$ cat config.mk
export PLATFORM = sky130hd
export DESIGN_NAME = shift_seq_ctrl
export DESIGN_NICKNAME = d
export VERILOG_FILES = /design/src/rtl/alu_pkg.sv /design/src/rtl/shift_seq_ctrl_shift1_step.sv /design/src/rtl/shift_seq_ctrl.sv
export SDC_FILE = /design/constraint.sdc
export NUM_CORES = 1
export LEC_CHECK = 0
export ABC_AREA = 0
export BUFFER_PORTS_ARGS = -buffer_cell sky130_fd_sc_hd__buf_4
export CAP_MARGIN = 10
export CORE_MARGIN = 8
export CORE_UTILIZATION = 54
export CTS_BUF_LIST = sky130_fd_sc_hd__clkbuf_16
export CTS_CLUSTER_SIZE = 12
export DETAILED_ROUTE_END_ITERATION = 10
export GPL_TIMING_DRIVEN = 0
export PLACE_DENSITY_LB_ADDON = 0.08
export SYNTH_ARGS = -nofsm -noshare
export SYNTH_HDL_FRONTEND = slang
export SYNTH_SLANG_ARGS = --single-unit
$ cat constraint.sdc
create_clock -name clk -period 2.21 [get_ports clk]
set_input_delay 0.3315 -clock clk [delete_from_list [all_inputs] [get_ports clk]]
set_output_delay 0.3315 -clock clk [all_outputs]
set_load 0.005 [all_outputs]
$ cat src/rtl/alu_pkg.sv
// Shared ALU definitions: operand widths, shift-sequencer state encoding
// and the latched shift command.
package alu_pkg;

  localparam int ALU_W   = 16;
  localparam int SHAMT_W = 4;

  typedef enum logic [1:0] {
    IDLE  = 2'd0,
    SHIFT = 2'd1,
    DONE  = 2'd2
  } shift_state_e;

  typedef struct packed {
    logic right;
    logic arith;
  } shift_cmd_t;

endpackage

$ cat src/rtl/shift_seq_ctrl_shift1_step.sv
// Combinational single-bit shifter used by the shift sequencer.
// Left shifts always zero-fill; right shifts fill with the sign bit when
// arith is set, otherwise with zero. bit_out is the bit leaving the word.
module shift1_step #(
  parameter int WIDTH = 16
) (
  input  logic [WIDTH-1:0] x,
  input  logic             right,
  input  logic             arith,
  output logic [WIDTH-1:0] y,
  output logic             bit_out
);

  logic fill;

  // One-step shift and the bit that falls off the end
  always_comb begin
    fill    = arith & x[WIDTH-1];
    y       = '0;
    bit_out = 1'b0;
    if (right) begin
      y       = {fill, x[WIDTH-1:1]};
      bit_out = x[0];
    end else begin
      y       = {x[WIDTH-2:0], 1'b0};
      bit_out = x[WIDTH-1];
    end
  end

endmodule

$ cat src/rtl/shift_seq_ctrl.sv
// Multi-bit shift sequencer: accepts one command, applies a 1-bit shift
// per clock for amt cycles, then pulses done with the final result.
// Optional feature macro: SHIFT_COUT_EN adds the cout port, which holds
// the last bit shifted out of the word.
module shift_seq_ctrl
  import alu_pkg::*;
#(
  parameter int WIDTH = ALU_W,
  parameter int AMT_W = SHAMT_W
) (
  input  logic             clk,
  input  logic             rst_n,
  input  logic             start,
  input  logic [WIDTH-1:0] in_16,
  input  logic [AMT_W-1:0] amt,
  input  logic             right,
  input  logic             arith,
  output logic [WIDTH-1:0] out_16,
  output logic             busy,
  output logic             done
`ifdef SHIFT_COUT_EN
  ,
  output logic             cout
`endif
);

  shift_state_e     state;
  logic [AMT_W-1:0] cnt;
  shift_cmd_t       cmd;
  logic [WIDTH-1:0] step_y;
  logic             step_bit_out;

  shift1_step #(
    .WIDTH(WIDTH)
  ) u_step (
    .x      (out_16),
    .right  (cmd.right),
    .arith  (cmd.arith),
    .y      (step_y),
    .bit_out(step_bit_out)
  );

  // Controller FSM: command latch, step counter, result register, busy/done
  always_ff @(posedge clk or negedge rst_n) begin
    if (!rst_n) begin
      state  <= IDLE;
      out_16 <= '0;
      cnt    <= '0;
      cmd    <= '0;
      busy   <= 1'b0;
      done   <= 1'b0;
    end else begin
      case (state)
        IDLE: begin
          done <= 1'b0;
          if (start) begin
            out_16    <= in_16;
            cnt       <= amt;
            cmd.right <= right;
            cmd.arith <= arith;
            busy      <= 1'b1;
            if (amt != '0) begin
              state <= SHIFT;
            end else begin
              // Zero-length shift: result is the operand, report next cycle
              state <= DONE;
              done  <= 1'b1;
            end
          end
        end
        SHIFT: begin
          out_16 <= step_y;
          cnt    <= cnt - 1'b1;
          if (cnt == AMT_W'(1)) begin
            state <= DONE;
            done  <= 1'b1;
          end
        end
        DONE: begin
          // busy stays high through DONE so a start here is not accepted
          done  <= 1'b0;
          busy  <= 1'b0;
          state <= IDLE;
        end
        default: begin
          state <= IDLE;
          done  <= 1'b0;
          busy  <= 1'b0;
        end
      endcase
    end
  end

`ifdef SHIFT_COUT_EN
  // Carry-out: cleared on accept, tracks the bit leaving on each step
  always_ff @(posedge clk or negedge rst_n) begin
    if (!rst_n) begin
      cout <= 1'b0;
    end else if (state == IDLE && start) begin
      cout <= 1'b0;
    end else if (state == SHIFT) begin
      cout <= step_bit_out;
    end
  end
`else
  logic unused_cout;
  assign unused_cout = step_bit_out;
`endif

endmodule
==> results of run 1 <==
## worst max-delay path, cell delays in order, from the launching register on
cell,delay [ps]
dfrtp_1,370
buf_6,140
nand2b_4,130
buf_6,130
buf_2,180
a211oi_1,240
a31oi_1,90
## cells in the mapped netlist (all sizes together)
cell,number
buf,11
dfrtp,26
mux2,5
ha,2
nor3b,2
o21ai,3
a32o,1
nand3,1
o221a,1
nor4,1
nand2,32
clkbuf,2
a2bb2oi,2
a31oi,13
nor3,4
nor2b,15
a21o,1
a211oi,12
a22oi,1
inv,5
o22ai,7
nor2,2
a21oi,6
nand2b,2
## sequential cells by signal, summed over array words and instances, names as in the netlist
register	cells
busy	1
cmd	2
cnt	4
done	1
out_16	16
state	2
## through the flow
stage | area (µm²) | hold WS, ps | instances
6_report | 1870 | 308 | 233
5_1_grt | 1870 | 307 | 233
4_1_cts | 1870 | 310 | 233
3_5_place_dp | 1780 | 264 | 228
3_3_place_gp | 1780 | 260 | 228
2_1_floorplan | 1440 | 35.9 | 157
## worst max-delay path by stage
stage                     slack (ps)      from    endpoint  cells past startpoint
final                            770  state[1]  out_16[12]                      6
after global routing             670  state[1]  out_16[13]                      6
after CTS                        790  state[1]   out_16[4]                      6
after detailed placement         790     start      cmd[0]                      3
after global placement           820  state[1]  out_16[13]                      6
after floorplan                  870  state[1]      cnt[2]                      5
## cell type report
| class | count | area [µm²] | area share (%) |
|---|---|---|---|
| Sequential cell | 26 | 651 | 34.8 |
| Buffer | 13 | 76.3 | 4.08 |
| Clock buffer | 3 | 75.1 | 4.01 |
| Tap cell | 30 | 37.5 | 2.01 |
| Clock inverter | 1 | 3.75 | 0.201 |
| Inverter | 5 | 18.8 | 1.00 |
| Multi-Input combinational cell | 113 | 692 | 37.0 |
| Timing Repair Buffer | 42 | 318 | 17.0 |
## cell usage in the layout, fill, tap and decap left out, drive strengths merged
master,count
nand3,1
nor2,2
a32o,1
a211oi,12
nor3b,2
a2bb2oi,2
a31oi,13
clkbuf,5
a22oi,1
clkinv,1
nor3,4
nand2b,2
nor4,1
nor2b,15
ha,2
dlygate4sd3,1
o221a,1
mux2,5
buf,52
o22ai,7
a21o,1
dfrtp,26
o21ai,3
a21oi,6
nand2,32
inv,5
## layer usage
| layer | up-vias | wire length (µm) | global-route usage [%] | part of all wire [%] |
|---|---|---|---|---|
| met2 | 47 | 1880 | 28.2 | 48 |
| li1 | 651 | - | - | - |
| met5 | - | 0 | 0 | 0 |
| met4 | 0 | 49 | 4.70 | 1.3 |
| met3 | 7 | 268 | 4.47 | 6.9 |
| met1 | 678 | 1690 | 22.5 | 44 |
## where the power goes
part | switching [µW] | internal, µW | leakage, µW
logic | 663 | 721 | 0.000519
registers | 251 | 720 | 0.000302
clock network | 165 | 242 | 0.0000385
## cell families after synthesis
group                      count (synthesis)  synth area share (%)
adders and majority gates                  2                  1.74
buffers and inverters                     18                  6.61
and+or+nand+nor                           59                  20.4
muxes                                      5                  4.18
AOI/OAI and AO/OA                         47                  21.8
DFF                                       26                  45.3
==> impl_metrics.csv, run 1 <==
group,metric,value,unit
synth,synth_fp_nets,184,
worst_setup_path,reg2reg_from,"state[1]",
cells_and_area,area_growth,30.2,%
placement,io_buffers,41,
grt,grt_antenna_before_repair,0,
floorplanning,chipWidth,67.6,µm
synth,yosysSeqAreaShare,45.3,%
grt,grt_pass1_wl,6200,µm
timing,final.setup_skew,4.39,ps
timing,worst_pin_slew,480,ps
routing,drtIter0Drc,106,
worst_setup_path,cp.required,2320,ps
floorplanning,pin_count,43,
routing,viasPerCell,5.94,
timing,fin_ws,769,ps
timing,min_period,1440,ps
clock_network,clk_latency,260,ps
floorplanning,die_h,67.6,µm
worst_setup_path,regToRegEndpoint,"out_16[12]",
timing,setup_viol,0,
pwr,p_per_area,1480,nW/µm²
worst_hold_path,min_path_type,"input pin to flop",
grt,grt_usage,17.4,%
synth,synth.distinct_cells,30,
worst_setup_path,startpoint_type,"flop",
routing,via_count,1383,
pwr,ir_drop,0.959,mV
cells_and_area,drive_above_1_share,30.0,%
timing,finalSetupTns,0,ps
worst_setup_path,critPathArrivalTime,1550,ps
synth,avgSynthCellArea,9.16,µm²
clock_network,postCtsHoldBufs,1,
cells_and_area,antenna_cells,0,
worst_setup_path,critPathKind,"flop to flop",
grt,gr-total-overflow,0,
pwr,total_power,2760,µW
clock_network,post_cts_resized,0,
floorplanning,rows,18,
worst_setup_path,rrSetupSlack,770,ps
clock_network,cts-buffers-inserted,3,
placement,place_ws,793,ps
routing,detail-route-antenna-nets,0,
clock_network,clk_pin_slew,70,ps
synth,postSynthCellCount,157,
clock_network,clockBufferDepth,2,
worst_hold_path,holdPathStages,2,
synth,yosys_warnings,0,
synth,synth_area,1440,µm²
routing,post_drt_wl_per_cell,16.7,µm
timing,maxSlewHeadroom,68.0,%
timing,hold_viol_final,0,
clock_network,postCtsSetupBuffers,0,
floorplanning,core_area,2500,µm²
pwr,total_leakage_power,0.000859,µW
timing,finalCritPeriodShare,65.2,%
floorplanning,die_area,4570,µm²
timing,finalMaxSlewViolations,0,
routing,drc_errors,0,
routing,drt_wl_total,3890,µm
placement,routabilityCongestion,0.816,
worst_setup_path,crit_path_end_kind,"flop",
flow_run,drv_cap,0,
grt,grt_pass1_vias,1336,
worst_hold_path,min_to,"cmd[0]",
cells_and_area,fin_util,74.9,%
synth,synth_area_leaders,"dfrtp_1 45%, nand2_1 8.4%, nor2b_1 6.5%, a211oi_1 6.3%, a31oi_1 5.7%",
routing,dr.pass1.iters,4,
cells_and_area,layout.nets,231,
run_status,status,"finished clean",
synth,synth_top_area_cell,"dfrtp_1",
timing,rsz0062_at_grt,"no",
clock_network,h-tree-depth,1,
synth,synth.top_cell.area_share,45.3,%
grt,grt_max_degree,27,
synth,synth_seq_cells,26,
timing,fmax,694,MHz
clock_network,cts-root-buf,"clkbuf_16",
worst_hold_path,hold_start,"arith",
placement,dp_hpwl,2830,µm
worst_setup_path,path_max_fanout,10,
clock_network,cts_tree,"done",
floorplanning,initial_core_util,57.5,%
cells_and_area,nFillCells,183,
clock_network,cts.sinks,26,
worst_setup_path,reg2reg_depth,6,
(Power assumes the default switching activity.)
==> run 2: changes to the inputs <==
--- a/config.mk
+++ b/config.mk
@@ -9,7 +9,7 @@
 export BUFFER_PORTS_ARGS = -buffer_cell sky130_fd_sc_hd__buf_4
 export CAP_MARGIN = 10
 export CORE_MARGIN = 8
-export CORE_UTILIZATION = 54
+export CORE_UTILIZATION = 46
 export CTS_BUF_LIST = sky130_fd_sc_hd__clkbuf_16
 export CTS_CLUSTER_SIZE = 12
 export DETAILED_ROUTE_END_ITERATION = 10
==> constraint.sdc (replaced) <==
create_clock -name clk -period 1.2 [get_ports clk]
set_input_delay 0.18 -clock clk [delete_from_list [all_inputs] [get_ports clk]]
set_output_delay 0.18 -clock clk [all_outputs]
set_load 0.005 [all_outputs]
==> run 2 against run 1 <==
  * The flow now finishes with violations (setup timing)
  * Cell area is 14% higher
  * Total power is 110% higher
  * Routed wire length is 11% higher
  * Sequential cell count stayed put
  * Highest routed layer unchanged
  * Register-to-register slack worse by 860 ps
  * Critical path depth is 2 lower
  * Utilization is 3.9 points lower
  * Final cell count is 6.0% higher
  * Critical endpoint is now cnt[2]
  * Non-clock buffer count is 11 higher
  * Die area is 13% higher
  * Via count is 4.0% higher
  * Sequential power is 88% higher
==> impl_metrics.csv, run 2 (synthesis gave the netlist of run 1 again) <==
group,metric,value,unit
run_status,status,"finished, violations left",
run_status,violations,"setup timing",
grt,grt_pass1_vias,1441,
placement,io_buffers,41,
routing,detail-route-antenna-nets,0,
cells_and_area,nFillCells,219,
grt,grt_usage,16.1,%
floorplanning,die_h,71.9,µm
worst_setup_path,critPathKind,"flop to flop",
timing,fin_ws,-88.1,ps
worst_setup_path,startpoint_type,"flop",
clock_network,cts-root-buf,"clkbuf_16",
cells_and_area,reg_top3,"out_16: 16 flops, cnt: 4 flops",
routing,post_drt_wl_per_cell,17.5,µm
cells_and_area,area_growth,48.3,%
worst_setup_path,slowest_delay,370,ps
routing,dr.pass1.iters,4,
routing,drt_wl_total,4320,µm
cells_and_area,largest_register_ffs,16,
pwr,p_per_area,2700,nW/µm²
timing,setup_viol,19,
worst_setup_path,rrSetupSlack,-90,ps
grt,grt_antenna_before_repair,0,
grt,gr-total-overflow,0,
floorplanning,pin_count,43,
cells_and_area,drive_above_1_share,44.9,%
cells_and_area,top_register,"out_16",
worst_setup_path,cp.required,1350,ps
clock_network,clockBufferDepth,2,
timing,finalCritPeriodShare,107,%
flow_run,drv_cap,0,
routing,drc_errors,0,
grt,grt_max_degree,27,
floorplanning,die_area,5170,µm²
placement,dp_hpwl,2870,µm
timing,whs,153,ps
floorplanning,core_area,3000,µm²
worst_setup_path,critPathArrivalTime,1430,ps
clock_network,cts_tree,"done",
worst_setup_path,path_max_fanout,7,
timing,fmax,776,MHz
timing,hold_viol_final,0,
timing,final.setup_skew,4.10,ps
placement,place_ws,-242,ps
timing,worst_pin_slew,474,ps
clock_network,h-tree-depth,1,
timing,finalMaxSlewViolations,0,
placement,placedCellCount,231,
worst_setup_path,crit_path_end_kind,"flop",
clock_network,clk_latency,260,ps
worst_hold_path,min_path_type,"input pin to flop",
pwr,total_power,5750,µW
cells_and_area,final_cell_mix,"52 x buf_4, 29 x nand2_1, 25 x dfrtp_1, 13 x a31oi_1, 13 x nor2b_1",
clock_network,clk_pin_slew,70,ps
cells_and_area,layout.nets,242,
routing,viasPerCell,5.83,
grt,grt_pass1_wl,6790,µm
routing,drtIter0Drc,105,
floorplanning,rows,20,
routing,via_count,1439,
worst_setup_path,crit_slowest_cell,"dfrtp_1",
clock_network,cts-buffers-inserted,3,
pwr,ir_drop,1.33,mV
floorplanning,initial_core_util,47.9,%
timing,min_period,1290,ps
clock_network,cts.sinks,26,
cells_and_area,layout_commonest_cell,"buf_4",
placement,routabilityCongestion,0.873,
worst_setup_path,path_cells,"buf_6 -> nand2b_4 -> mux2_4 -> o221a_1",
cells_and_area,fin_util,71.0,%
cells_and_area,final_cell_count_no_fill,247,
cells_and_area,antenna_cells,0,
floorplanning,chipWidth,71.9,µm
pwr,total_leakage_power,0.000974,µW
timing,rsz0062_at_grt,"yes",
timing,maxSlewHeadroom,68.1,%
[run 2: cell type report]
type / instances / area (µm²) / area share (%)
multi-input cells: 113 / 795 / 37.3
repair buffers: 54 / 429 / 20.1
well taps: 33 / 41.3 / 1.94
clock inverters: 1 / 3.75 / 0.176
flip-flops and latches: 26 / 652 / 30.6
inverters: 5 / 18.8 / 0.880
clock buffers: 3 / 75.1 / 3.52
plain buffers: 12 / 118 / 5.52
[run 2: final timing paths]
check,depth (start not counted),startpoint,end
min in group asynchronous,2,rst_n,out_16[5]
hold reg to reg,2,busy,busy
max in group asynchronous,2,rst_n,state[0]
hold / removal,2,right,cmd[1]
setup reg to reg,4,state[1],cnt[2]
setup / recovery,4,state[1],cnt[2]
[run 2: metrics by stage]
stage,instance area [µm²],setup TNS (ps)
after floorplan,1460,-998
after global placement,1810,-3030
after detailed placement,1810,-3420
after CTS,2020,-974
after global routing,2130,-1640
final,2130,-601
[run 2: report_power, final]
part	internal [µW]	switching, µW
Clock	446	306
Sequential	1330	504
Combinational	1730	1440
[run 2: timing repair]
item | 4_1_cts | 5_1_grt
pin swaps | 3 | 4
resized for setup | 23 | 16
gates cloned | 0 | 1
endpoints found under the setup margin | 23 | 24
buffers inserted | 7 | 4
endpoints found under the hold margin | 26 | 0
hold buffers | 1 | 0
[run 2: critical path, delay by kind of cell (launching register included)]
family	cells	cell delay [ps]
flops	1	370
buf+inv	1	140
simple gates	1	170
mux	1	300
compound gates	1	200
[run 2: routing by layer]
metal / GRT usage, % / part of all wire, %
met1: 21.0 / 47
met2: 26.0 / 46
met3: 3.58 / 5.0
met4: 4.54 / 1.3
met5: 0 / 0
